### src/rtl/invert_link_rx_pkg.sv
// Shared definitions for the inverter-driven J1 header link receiver:
// state encoding, pin indices and pin polarity.
package invert_link_rx_pkg;

  typedef enum logic {
    IDLE = 1'b0,
    RECV = 1'b1
  } state_t;

  localparam int DATA_IDX  = 0;
  localparam int SCLK_IDX  = 1;
  localparam int FRAME_IDX = 2;

  // All three J1 pins are driven through inverting buffers.
  localparam logic ACTIVE_LOW = 1'b1;

  function automatic logic to_logical(input logic pin);
    return pin ^ ACTIVE_LOW;
  endfunction

endpackage

### src/rtl/link_sync_edge.sv
// One J1 pin: re-invert, two-flop synchronize, and a third stage for
// rise/fall detection on the synchronized level.
module link_sync_edge
  import invert_link_rx_pkg::*;
(
  input  logic clk,
  input  logic reset,
  input  logic pin,
  output logic level,
  output logic rise,
  output logic fall
);

  logic s1;
  logic s2;
  logic s3;

  always_ff @(posedge clk) begin
    if (reset) begin
      s1 <= 1'b0;
      s2 <= 1'b0;
      s3 <= 1'b0;
    end else begin
      s1 <= to_logical(pin);
      s2 <= s1;
      s3 <= s2;
    end
  end

  assign level = s2;
  assign rise  = s2 & ~s3;
  assign fall  = ~s2 & s3;

endmodule

### src/rtl/invert_link_rx.sv
// Receiver for the 3-wire active-low J1 link: synchronizes the pins and
// deframes LSB-first serial data into WIDTH-bit words with a bit-count check.
module invert_link_rx
  import invert_link_rx_pkg::*;
#(
  parameter  int WIDTH = 8,
  localparam int CW    = $clog2(WIDTH + 2)
) (
  input  logic             CLK,
  input  logic             RESET,
  input  logic [2:0]       J1,
  output logic [WIDTH-1:0] O,
  output logic             VALID,
  output logic             ERR,
  output logic             BUSY
);

  localparam logic [CW-1:0] CNT_FULL = CW'(WIDTH);
  localparam logic [CW-1:0] CNT_OVR  = CW'(WIDTH + 1);

  logic data_level;
  logic data_rise_unused;
  logic data_fall_unused;
  logic sclk_level_unused;
  logic sclk_rise;
  logic sclk_fall_unused;
  logic frame_level_unused;
  logic frame_start;
  logic frame_end;

  state_t           state;
  logic [CW-1:0]    count;
  logic [WIDTH-1:0] shift;

  link_sync_edge u_data (
    .clk   (CLK),
    .reset (RESET),
    .pin   (J1[DATA_IDX]),
    .level (data_level),
    .rise  (data_rise_unused),
    .fall  (data_fall_unused)
  );

  link_sync_edge u_sclk (
    .clk   (CLK),
    .reset (RESET),
    .pin   (J1[SCLK_IDX]),
    .level (sclk_level_unused),
    .rise  (sclk_rise),
    .fall  (sclk_fall_unused)
  );

  link_sync_edge u_frame (
    .clk   (CLK),
    .reset (RESET),
    .pin   (J1[FRAME_IDX]),
    .level (frame_level_unused),
    .rise  (frame_start),
    .fall  (frame_end)
  );

  // Framing FSM; frame_end takes priority over a coincident sclk_rise.
  always_ff @(posedge CLK) begin
    if (RESET) begin
      state <= IDLE;
      count <= '0;
      shift <= '0;
      O     <= '0;
      VALID <= 1'b0;
      ERR   <= 1'b0;
      BUSY  <= 1'b0;
    end else begin
      VALID <= 1'b0;
      ERR   <= 1'b0;
      case (state)
        IDLE: begin
          if (frame_start) begin
            state <= RECV;
            count <= '0;
            shift <= '0;
            BUSY  <= 1'b1;
          end
        end
        RECV: begin
          if (frame_end) begin
            state <= IDLE;
            BUSY  <= 1'b0;
            if (count == CNT_FULL) begin
              O     <= shift;
              VALID <= 1'b1;
            end else if (count != '0) begin
              ERR <= 1'b1;
            end
          end else if (sclk_rise) begin
            if (count < CNT_FULL) begin
              shift <= {data_level, shift[WIDTH-1:1]};
              count <= count + CW'(1);
            end else begin
              count <= CNT_OVR;
            end
          end
        end
        default: begin
          state <= IDLE;
          BUSY  <= 1'b0;
        end
      endcase
    end
  end

endmodule

### config.mk
export PLATFORM = sky130hd
export DESIGN_NAME = invert_link_rx
export DESIGN_NICKNAME = d
export VERILOG_FILES = /design/src/rtl/invert_link_rx_pkg.sv /design/src/rtl/link_sync_edge.sv /design/src/rtl/invert_link_rx.sv
export SDC_FILE = /design/constraint.sdc
export NUM_CORES = 1
export LEC_CHECK = 0
export ABC_CLOCK_PERIOD_IN_PS = 2270
export BUFFER_PORTS_ARGS = -buffer_cell sky130_fd_sc_hd__buf_2
export CAP_MARGIN = 5
export CORE_ASPECT_RATIO = 0.6
export CORE_MARGIN = 4
export CORE_UTILIZATION = 50
export CTS_BUF_LIST = sky130_fd_sc_hd__clkbuf_8
export DETAILED_ROUTE_END_ITERATION = 7
export PLACE_DENSITY = 0.67
export SYNTH_ARGS = -nofsm -noshare
export SYNTH_HDL_FRONTEND = slang
export SYNTH_SLANG_ARGS = --single-unit
### constraint.sdc
create_clock -name CLK -period 2.27 [get_ports CLK]
set_clock_uncertainty 0.05 [all_clocks]
set_input_delay 0.454 -clock CLK [delete_from_list [all_inputs] [get_ports CLK]]
set_output_delay 0.454 -clock CLK [all_outputs]
set_load 0.01 [all_outputs]
==> results.md, run 1 <==
| Parameter | Reported | Unit |
|:---|:---|:---|
| Critical Path Max Stage Delay | 0.67 | ns |
| Number of rows created at floorplan | 13 | - |
| Final Slew Violations | 0 | - |
| Total gr overflow | 0 | - |
| Hold-fix buffer count after cts | 0 | - |
| Clock-pin slew of the registers on the worst-case setup and hold paths | 0.06 | ns |
| Proportion of netlist area held by the largest area contributor | 0.494 | - |
| Startpoint-to-endpoint class of the critical path | flip-flop to flip-flop | - |
| Post-synth net total | 149 | - |
| Met2 layer wire length in the routed design | 1170 | um |
| Worst R2R Start | u_frame.s3$_SDFF_PP0_ | - |
| Maximum vdd drop | 0.000431 | V |
| Final Hold Fails | 0 | - |
| Clock tree from TritonCTS | yes | - |
| Library cell occupying the most area in the post-synthesis netlist | dfxtp_1 | - |
| Critical hold path startpoint | J1[0] | - |
| Worst EP arrival | 1.76 | ns |
| Fill count | 207 | - |
| Number of endpoints failing setup at the final stage | 0 | - |
| DR WL met3 | 189 | um |
| CTS max path bufs | 2 | - |
| Initial antenna violation count | 0 | - |
| Share of the clock period used by the worst path after layout | 0.703 | - |
| Final GP Congestion | 0.790 | - |
| Number of I/O pins | 16 | - |
| # placed instances | 176 | - |
| Type of origin of the critical path | flip-flop | - |
| Status | finished clean | - |
| DRC violation count after routing | 0 | - |
| Average size of a mapped cell | 9.14 | sq um |
| Number of antenna cells inserted | 0 | - |
| Highest clock frequency the design can meet | 627 | MHz |
| Top metal layer carrying routed signals | met4 | - |
| Slowest cell on the critical path | nor2b_1 | - |
| Register bit count reported by yosys | 32 | - |
| Number of global-route vias before repair | 991 | - |
| Count of buffers inserted at the top-level ports | 15 | - |
| Max-cap viol count | 0 | - |
| Die Width | 73.8 | um |
| Setup slack of the worst register-to-register path | 0.68 | ns |
| Filler-free cell count of the finished design | 184 | - |
| Worst hold stages | 2 | - |
| Static Leak | 0.000526 | uW |
| DRT iter0 DRCs | 170 | - |
| Cell area after synthesis | 0.00130 | sq mm |
| Final total power | 1060 | uW |
| Detail-routed via count per cell | 5.84 | - |
| Highest-count cells in the layout ignoring fill and taps | dfxtp_1, a21oi_1, buf_2 | - |
| Endpoint kind of the worst setup timing path | flip-flop | - |
| Sequential share of the synthesized area | 0.494 | - |
| Buffers & Inverters on Critical Path | 0 | - |
| Post-route ant nets | 0 | - |
| Height of the die | 47.5 | um |
| Average detailed-routed wire length per instance | 14.9 | um |
| Worst slew slack as a fraction of its limit | 0.469 | - |
| Cell chain of the critical path | nor2b_1 -> o311ai_0 -> a31oi_1 | - |
| Post-synthesis cell type count | 24 | - |
| Total number of vias | 1075 | - |
| Number of clock sinks | 32 | - |
| Total Die Area | 0.00350 | sq mm |
| Maximum number of pins on one net before global-route repair | 32 | - |
| RSZ-0062 raised after global routing | false | - |
| Syn Inst Count | 142 | - |
| Cell types occupying the most area after synthesis | dfxtp_1, a21oi_1, o311ai_1 | - |
| Period minus WS final | 1.59 | ns |
| Number of cells on the worst reg-to-reg path | 3 | - |
| Synth-to-Final Area Change | 11.4 | % |
| Overall Global Routing Usage | 0.182 | - |
| Transition time at the pin with the least slew margin | 0.795 | ns |
| Clock root buffer | clkbuf_8 | - |
| Reg-to-reg critical path endpoint | count[2]$_SDFFE_PP0P_ | - |
| Kind of cell adding the most delay to the critical path | simple AND/OR/NAND/NOR gates | - |
| Wire length reported by the detailed router | 2740 | um |
| Global-route wire length before repair | 4670 | um |
| Most frequent standard cell in the layout excluding fill and tap cells | dfxtp_1 | - |
| Data required time at the worst endpoint | 2.43 | ns |
| WL met1 | 1340 | um |
| Count of synthesis-stage warnings from yosys | 0 | - |
| First-pass detailed-route iteration total | 4 | - |
| Number of setup buffers added after CTS | 0 | - |
| Ratio of cells with drive above 1 in the final layout | 0.156 | - |
| Clock insertion delay at the later pin of the skew report | 0.28 | ns |
| Post-Route Setup TNS | 0 | ns |
| Clock buffer count from CTS | 5 | - |
| Detailed placer's ending HPWL | 1770 | um |
| Type of the worst min-delay path | input port to flip-flop | - |
| P per Cell Area | 733 | mW/mm^2 |
| Number of nets in the layout | 160 | - |
| Starting density of the core | 0.562 | - |
| Htree depth | 2 | - |
| Terminating pin of the worst hold path | u_data.s1$_SDFF_PP0_ | - |
| Worst-path fanout max | 12 | - |
| Resized Gates After CTS | 0 | - |
| Area of the core region | 0.00231 | sq mm |
[synth_stat cells]
library cell	number
or3_1	2
nand3b_1	2
nand2b_1	3
o311ai_0	2
nand4_1	10
or3b_4	1
o21ai_0	9
buf_6	2
nand2_1	2
a31oi_1	1
dfxtp_1	32
o2111ai_1	1
nor2b_1	10
inv_1	3
nor2_1	5
or4_1	1
ha_1	2
nand3_1	9
inv_2	1
and3b_1	3
buf_2	2
clkbuf_1	8
a21oi_1	22
o311ai_1	9
[flip-flops by register name (all words and copies together) (netlist names)]
| register | count |
|---|---|
| BUSY | 1 |
| ERR | 1 |
| O | 8 |
| VALID | 1 |
| count | 4 |
| shift | 8 |
| state | 1 |
| u_data.level | 1 |
| u_data.s1 | 1 |
| u_frame.level | 1 |
| u_frame.s1 | 1 |
| u_frame.s3 | 1 |
| u_sclk.level | 1 |
| u_sclk.s1 | 1 |
| u_sclk.s3 | 1 |
[metal layers]
metal / up-vias / GRT usage
li1: 543 / -
met1: 489 / 0.245
met2: 37 / 0.269
met3: 6 / 0.0650
met4: 0 / 0.0758
met5: - / 0
[per-stage QoR]
step / hold slack [ns] / utilization / setup slack [ns] / area (sq um)
final: 0.262 / 0.626 / 0.675 / 1450
after global routing: 0.261 / 0.626 / 0.515 / 1450
after detailed placement: 0.377 / 0.587 / 0.713 / 1360
after floorplan: 0.364 / - / 0.985 / 1300
after CTS: 0.258 / 0.626 / 0.692 / 1450
after global placement: 0.366 / 0.587 / 0.765 / 1360
[logic make-up (layout without fill, tap and decap cells)]
family | Yosys count | after routing | synth area share
compound gates | 44 | 44 | 0.205
fa+ha+maj | 2 | 2 | 0.0193
buf+inv | 16 | 28 | 0.0598
flops | 32 | 32 | 0.494
simple gates | 48 | 48 | 0.222
[where the power goes]
part | leakage (uW) | internal [uW] | switching [uW]
sequential | 0.000260 | 571 | 6.70
clock | 0.0000538 | 238 | 199
combinational | 0.000213 | 13.7 | 31.3
total | 0.000526 | 822 | 237
[how the worst max path moves through the flow]
stage / from / slack (ns) / cells past startpoint / endpoint
after CTS: u_frame.s3$_SDFF_PP0_ / 0.69 / 3 / count[2]$_SDFFE_PP0P_
after global placement: u_frame.s3$_SDFF_PP0_ / 0.77 / 3 / count[2]$_SDFFE_PP0P_
final: u_frame.s3$_SDFF_PP0_ / 0.68 / 3 / count[2]$_SDFFE_PP0P_
after global routing: u_frame.s3$_SDFF_PP0_ / 0.51 / 3 / count[2]$_SDFFE_PP0P_
after detailed placement: u_frame.s3$_SDFF_PP0_ / 0.71 / 3 / count[2]$_SDFFE_PP0P_
after floorplan: state$_SDFF_PP0_ / 0.98 / 5 / shift[2]$_SDFFE_PP0P_
[layout make-up]
class | instances | area (sq um) | share of cell area
sequential | 32 | 641 | 0.443
multi-input combinational | 94 | 579 | 0.401
clock inverter | 2 | 7.51 | 0.00519
inverter | 4 | 15.0 | 0.0104
tap | 30 | 37.5 | 0.0260
timing repair buffer | 16 | 82.6 | 0.0571
clock buffer | 6 | 82.6 | 0.0571
(Power assumes the default switching activity.)
==> run 2: changes to the inputs <==
--- a/config.mk
+++ b/config.mk
@@ -5,7 +5,7 @@
 export SDC_FILE = /design/constraint.sdc
 export NUM_CORES = 1
 export LEC_CHECK = 0
-export ABC_CLOCK_PERIOD_IN_PS = 2270
+export ABC_CLOCK_PERIOD_IN_PS = 1400
 export BUFFER_PORTS_ARGS = -buffer_cell sky130_fd_sc_hd__buf_2
 export CAP_MARGIN = 5
 export CORE_ASPECT_RATIO = 0.6
@@ -13,7 +13,7 @@
 export CORE_UTILIZATION = 50
 export CTS_BUF_LIST = sky130_fd_sc_hd__clkbuf_8
 export DETAILED_ROUTE_END_ITERATION = 7
-export PLACE_DENSITY = 0.67
+export PLACE_DENSITY = 0.7
 export SYNTH_ARGS = -nofsm -noshare
 export SYNTH_HDL_FRONTEND = slang
 export SYNTH_SLANG_ARGS = --single-unit
==> constraint.sdc (replaced) <==
create_clock -name CLK -period 1.4 [get_ports CLK]
set_clock_uncertainty 0.05 [all_clocks]
set_input_delay 0.28 -clock CLK [delete_from_list [all_inputs] [get_ports CLK]]
set_output_delay 0.28 -clock CLK [all_outputs]
set_load 0.01 [all_outputs]
==> run 2 against run 1 <==
Against the previous run: cell count grew 4.3%; largest power group unchanged; wire length is 14% higher; die area did not move; clock-buffer cell count did not move; largest cell class unchanged; register-to-register slack lost 0.61 ns; sequential power rose by 62%; power is 64% higher; critical path type unchanged.
==> results.md, run 2 (synthesis gave the netlist of run 1 again) <==
| Parameter | Reported | Unit | Delta |
|:---|:---|:---|:---|
| Initial antenna violation count | 0 | - | unchanged |
| Largest registers | O: 8 flops, shift: 8 flops, count: 4 flops | - |  |
| Reg-to-reg critical path endpoint | shift[6]$_SDFFE_PP0P_ | - |  |
| # placed instances | 183 | - | +4.0% |
| Data required time at the worst endpoint | 1.52 | ns | -0.91 ns |
| Total Die Area | 0.00350 | sq mm | unchanged |
| Highest-count cells in the layout ignoring fill and taps | dfxtp_1, a21oi_1, buf_2 | - |  |
| First-pass detailed-route iteration total | 4 | - | unchanged |
| Layer carrying the most global-route usage | met2 | - |  |
| Worst EP arrival | 1.45 | ns | -0.31 ns |
| Die Width | 73.8 | um | unchanged |
| P per Cell Area | 1150 | mW/mm^2 | +56% |
| Total gr overflow | 0 | - | unchanged |
| Number of clock sinks | 32 | - | unchanged |
| Final design utilization | 0.658 | - | +0.0325 |
| Starting density of the core | 0.562 | - | unchanged |
| Global routing usage on met2 | 0.296 | - | +0.0264 |
| RSZ-0062 raised after global routing | true | - |  |
| Detailed placer's ending HPWL | 2140 | um | +21% |
| Filler-free cell count of the finished design | 192 | - | +4.3% |
| Clock buffer count from CTS | 5 | - | unchanged |
| Buffers & Inverters on Critical Path | 1 | - | +1 |
| Endpoint kind of the worst setup timing path | flip-flop | - |  |
| Met3 track demand over resource | 0.0713 | - | +0.00629 |
| Wire length reported by the detailed router | 3130 | um | +14% |
| Count of buffers inserted at the top-level ports | 15 | - | unchanged |
| Average detailed-routed wire length per instance | 16.3 | um | +9.6% |
| Detail-routed via count per cell | 6.06 | - | +3.8% |
| Maximum number of pins on one net before global-route repair | 20 | - | -38% |
| Setup slack of the worst register-to-register path | 0.07 | ns | -0.61 ns |
| Startpoint-to-endpoint class of the critical path | flip-flop to flip-flop | - |  |
| Clock tree from TritonCTS | yes | - |  |
| Overall Global Routing Usage | 0.203 | - | +0.0209 |
| Static Leak | 0.000562 | uW | +6.8% |
| CP Depth | 4 | - | +1 |
| Status | finished clean | - |  |
| Total cell area at the placement stage | 0.00141 | sq mm | +3.9% |
| Type of the worst min-delay path | input port to flip-flop | - |  |
| Global-route wire length before repair | 5060 | um | +8.3% |
| Final Hold Fails | 0 | - | unchanged |
| Max-cap viol count | 0 | - | unchanged |
| Clock insertion delay at the later pin of the skew report | 0.29 | ns | about the same |
| Type of origin of the critical path | flip-flop | - |  |
| Number of I/O pins | 16 | - | unchanged |
| Worst R2R Start | u_frame.s3$_SDFF_PP0_ | - |  |
| CTS max path bufs | 2 | - | unchanged |
| Period minus WS final | 1.33 | ns | -0.261 ns |
| CP Launch Point | u_frame.s3$_SDFF_PP0_ | - |  |
| Hold-fix buffer count after cts | 0 | - | unchanged |
| Critical Path Max Stage Delay | 0.46 | ns | -0.21 ns |
| Number of antenna cells inserted | 0 | - | unchanged |
| Number of endpoints failing setup at the final stage | 0 | - | unchanged |
| DRT iter0 DRCs | 177 | - | +4.1% |
| Maximum vdd drop | 0.000814 | V | +89% |
| Transition time at the pin with the least slew margin | 0.299 | ns | -0.496 ns |
| Synth-to-Final Area Change | 17.2 | % |  |
| Htree depth | 2 | - | unchanged |
| DRC violation count after routing | 0 | - | unchanged |
| Final total power | 1740 | uW | +64% |
| Clock-pin slew of the registers on the worst-case setup and hold paths | 0.06 | ns | about the same |
| Finished Cell Area | 0.00152 | sq mm | +5.2% |
| Worst slew slack as a fraction of its limit | 0.798 | - | +0.329 |
| Most frequent standard cell in the layout excluding fill and tap cells | dfxtp_1 | - |  |
| Post-route ant nets | 0 | - | unchanged |
| Kind of cell adding the most delay to the critical path | simple AND/OR/NAND/NOR gates | - |  |
| GRT met1 Usage | 0.265 | - | +0.0195 |
| Number of nets in the layout | 168 | - | +5.0% |
| Area of the core region | 0.00231 | sq mm | unchanged |
| Total number of vias | 1164 | - | +8.3% |
| Destination of the critical timing path | shift[6]$_SDFFE_PP0P_ | - |  |
| Ratio of cells with drive above 1 in the final layout | 0.228 | - | +0.0726 |
| Number of cells on the worst reg-to-reg path | 4 | - | +1 |
| Slowest cell on the critical path | or3b_4 | - |  |
| Cell chain of the critical path | buf_4 -> or3b_4 -> o311ai_1 -> a21oi_1 | - |  |
| Highest clock frequency the design can meet | 750 | MHz | +20% |
| Final GP Congestion | 0.865 | - | +9.5% |
| Final Slew Violations | 0 | - | unchanged |
| Clock root buffer | clkbuf_8 | - |  |
| Number of rows created at floorplan | 13 | - | unchanged |
| Post-Route Setup TNS | 0 | ns | unchanged |
| Worst-path fanout max | 12 | - | unchanged |
| Height of the die | 47.5 | um | unchanged |
| Number of global-route vias before repair | 1034 | - | +4.3% |
| Share of the clock period used by the worst path after layout | 0.953 | - | +0.250 |
| Number of setup buffers added after CTS | 0 | - | unchanged |
run 2: changes by cell type in the layout (fill, tap and decap cells not counted), sizes merged:
cell	delta
nand3b	+1
buf	+7
run 2: power by group:
part	leakage, uW	internal [uW]	switching, uW
clock network	0.0000538	386	330
registers	0.000261	926	11.2
logic	0.000248	31.2	57.0
run 2: per-layer routing:
layer	part of all wire	routed length (um)
met1	0.47	1460
met2	0.41	1290
met3	0.11	335
met4	0.012	39
met5	0	0
run 2: through the flow:
step / setup slack [ns] / hold WS (ns)
final: 0.0660 / 0.0819
after global routing: -0.0260 / 0.0721
after CTS: 0.0240 / 0.0752
after detailed placement: -0.113 / 0.375
after global placement: -0.0219 / 0.371
after floorplan: 0.115 / 0.297
run 2: worst min-delay path by stage:
stage,startpoint,endpoint,slack [ns],cells after the start
3_5_place_dp,u_sclk.s1$_SDFF_PP0_,u_sclk.level$_SDFF_PP0_,0.38,1
5_1_grt,J1[2],u_frame.s1$_SDFF_PP0_,0.07,2
2_1_floorplan,J1[0],u_data.s1$_SDFF_PP0_,0.30,1
4_1_cts,J1[2],u_frame.s1$_SDFF_PP0_,0.08,2
3_3_place_gp,u_sclk.s1$_SDFF_PP0_,u_sclk.level$_SDFF_PP0_,0.37,1
6_report,J1[2],u_frame.s1$_SDFF_PP0_,0.08,2
run 2: what timing repair did:
item	CTS	global route
endpoints found under the setup margin	12	9
endpoints found under the hold margin	0	0
gates cloned	0	1
gates resized for setup	3	6
run 2: cell type report:
class | count | area, sq um
inverters | 4 | 15.0
repair buffers | 23 | 135
clock buffers | 6 | 82.6
flip-flops and latches | 32 | 644
multi-input cells | 95 | 598
well taps | 30 | 37.5
fillers | 207 | 790
clock inverters | 2 | 7.51
run 2: worst reg2reg max path: stages, from the launching register on:
cell and delay, ns:
dfxtp_1 0.31, buf_4 0.14, or3b_4 0.46, o311ai_1 0.14, a21oi_1 0.11
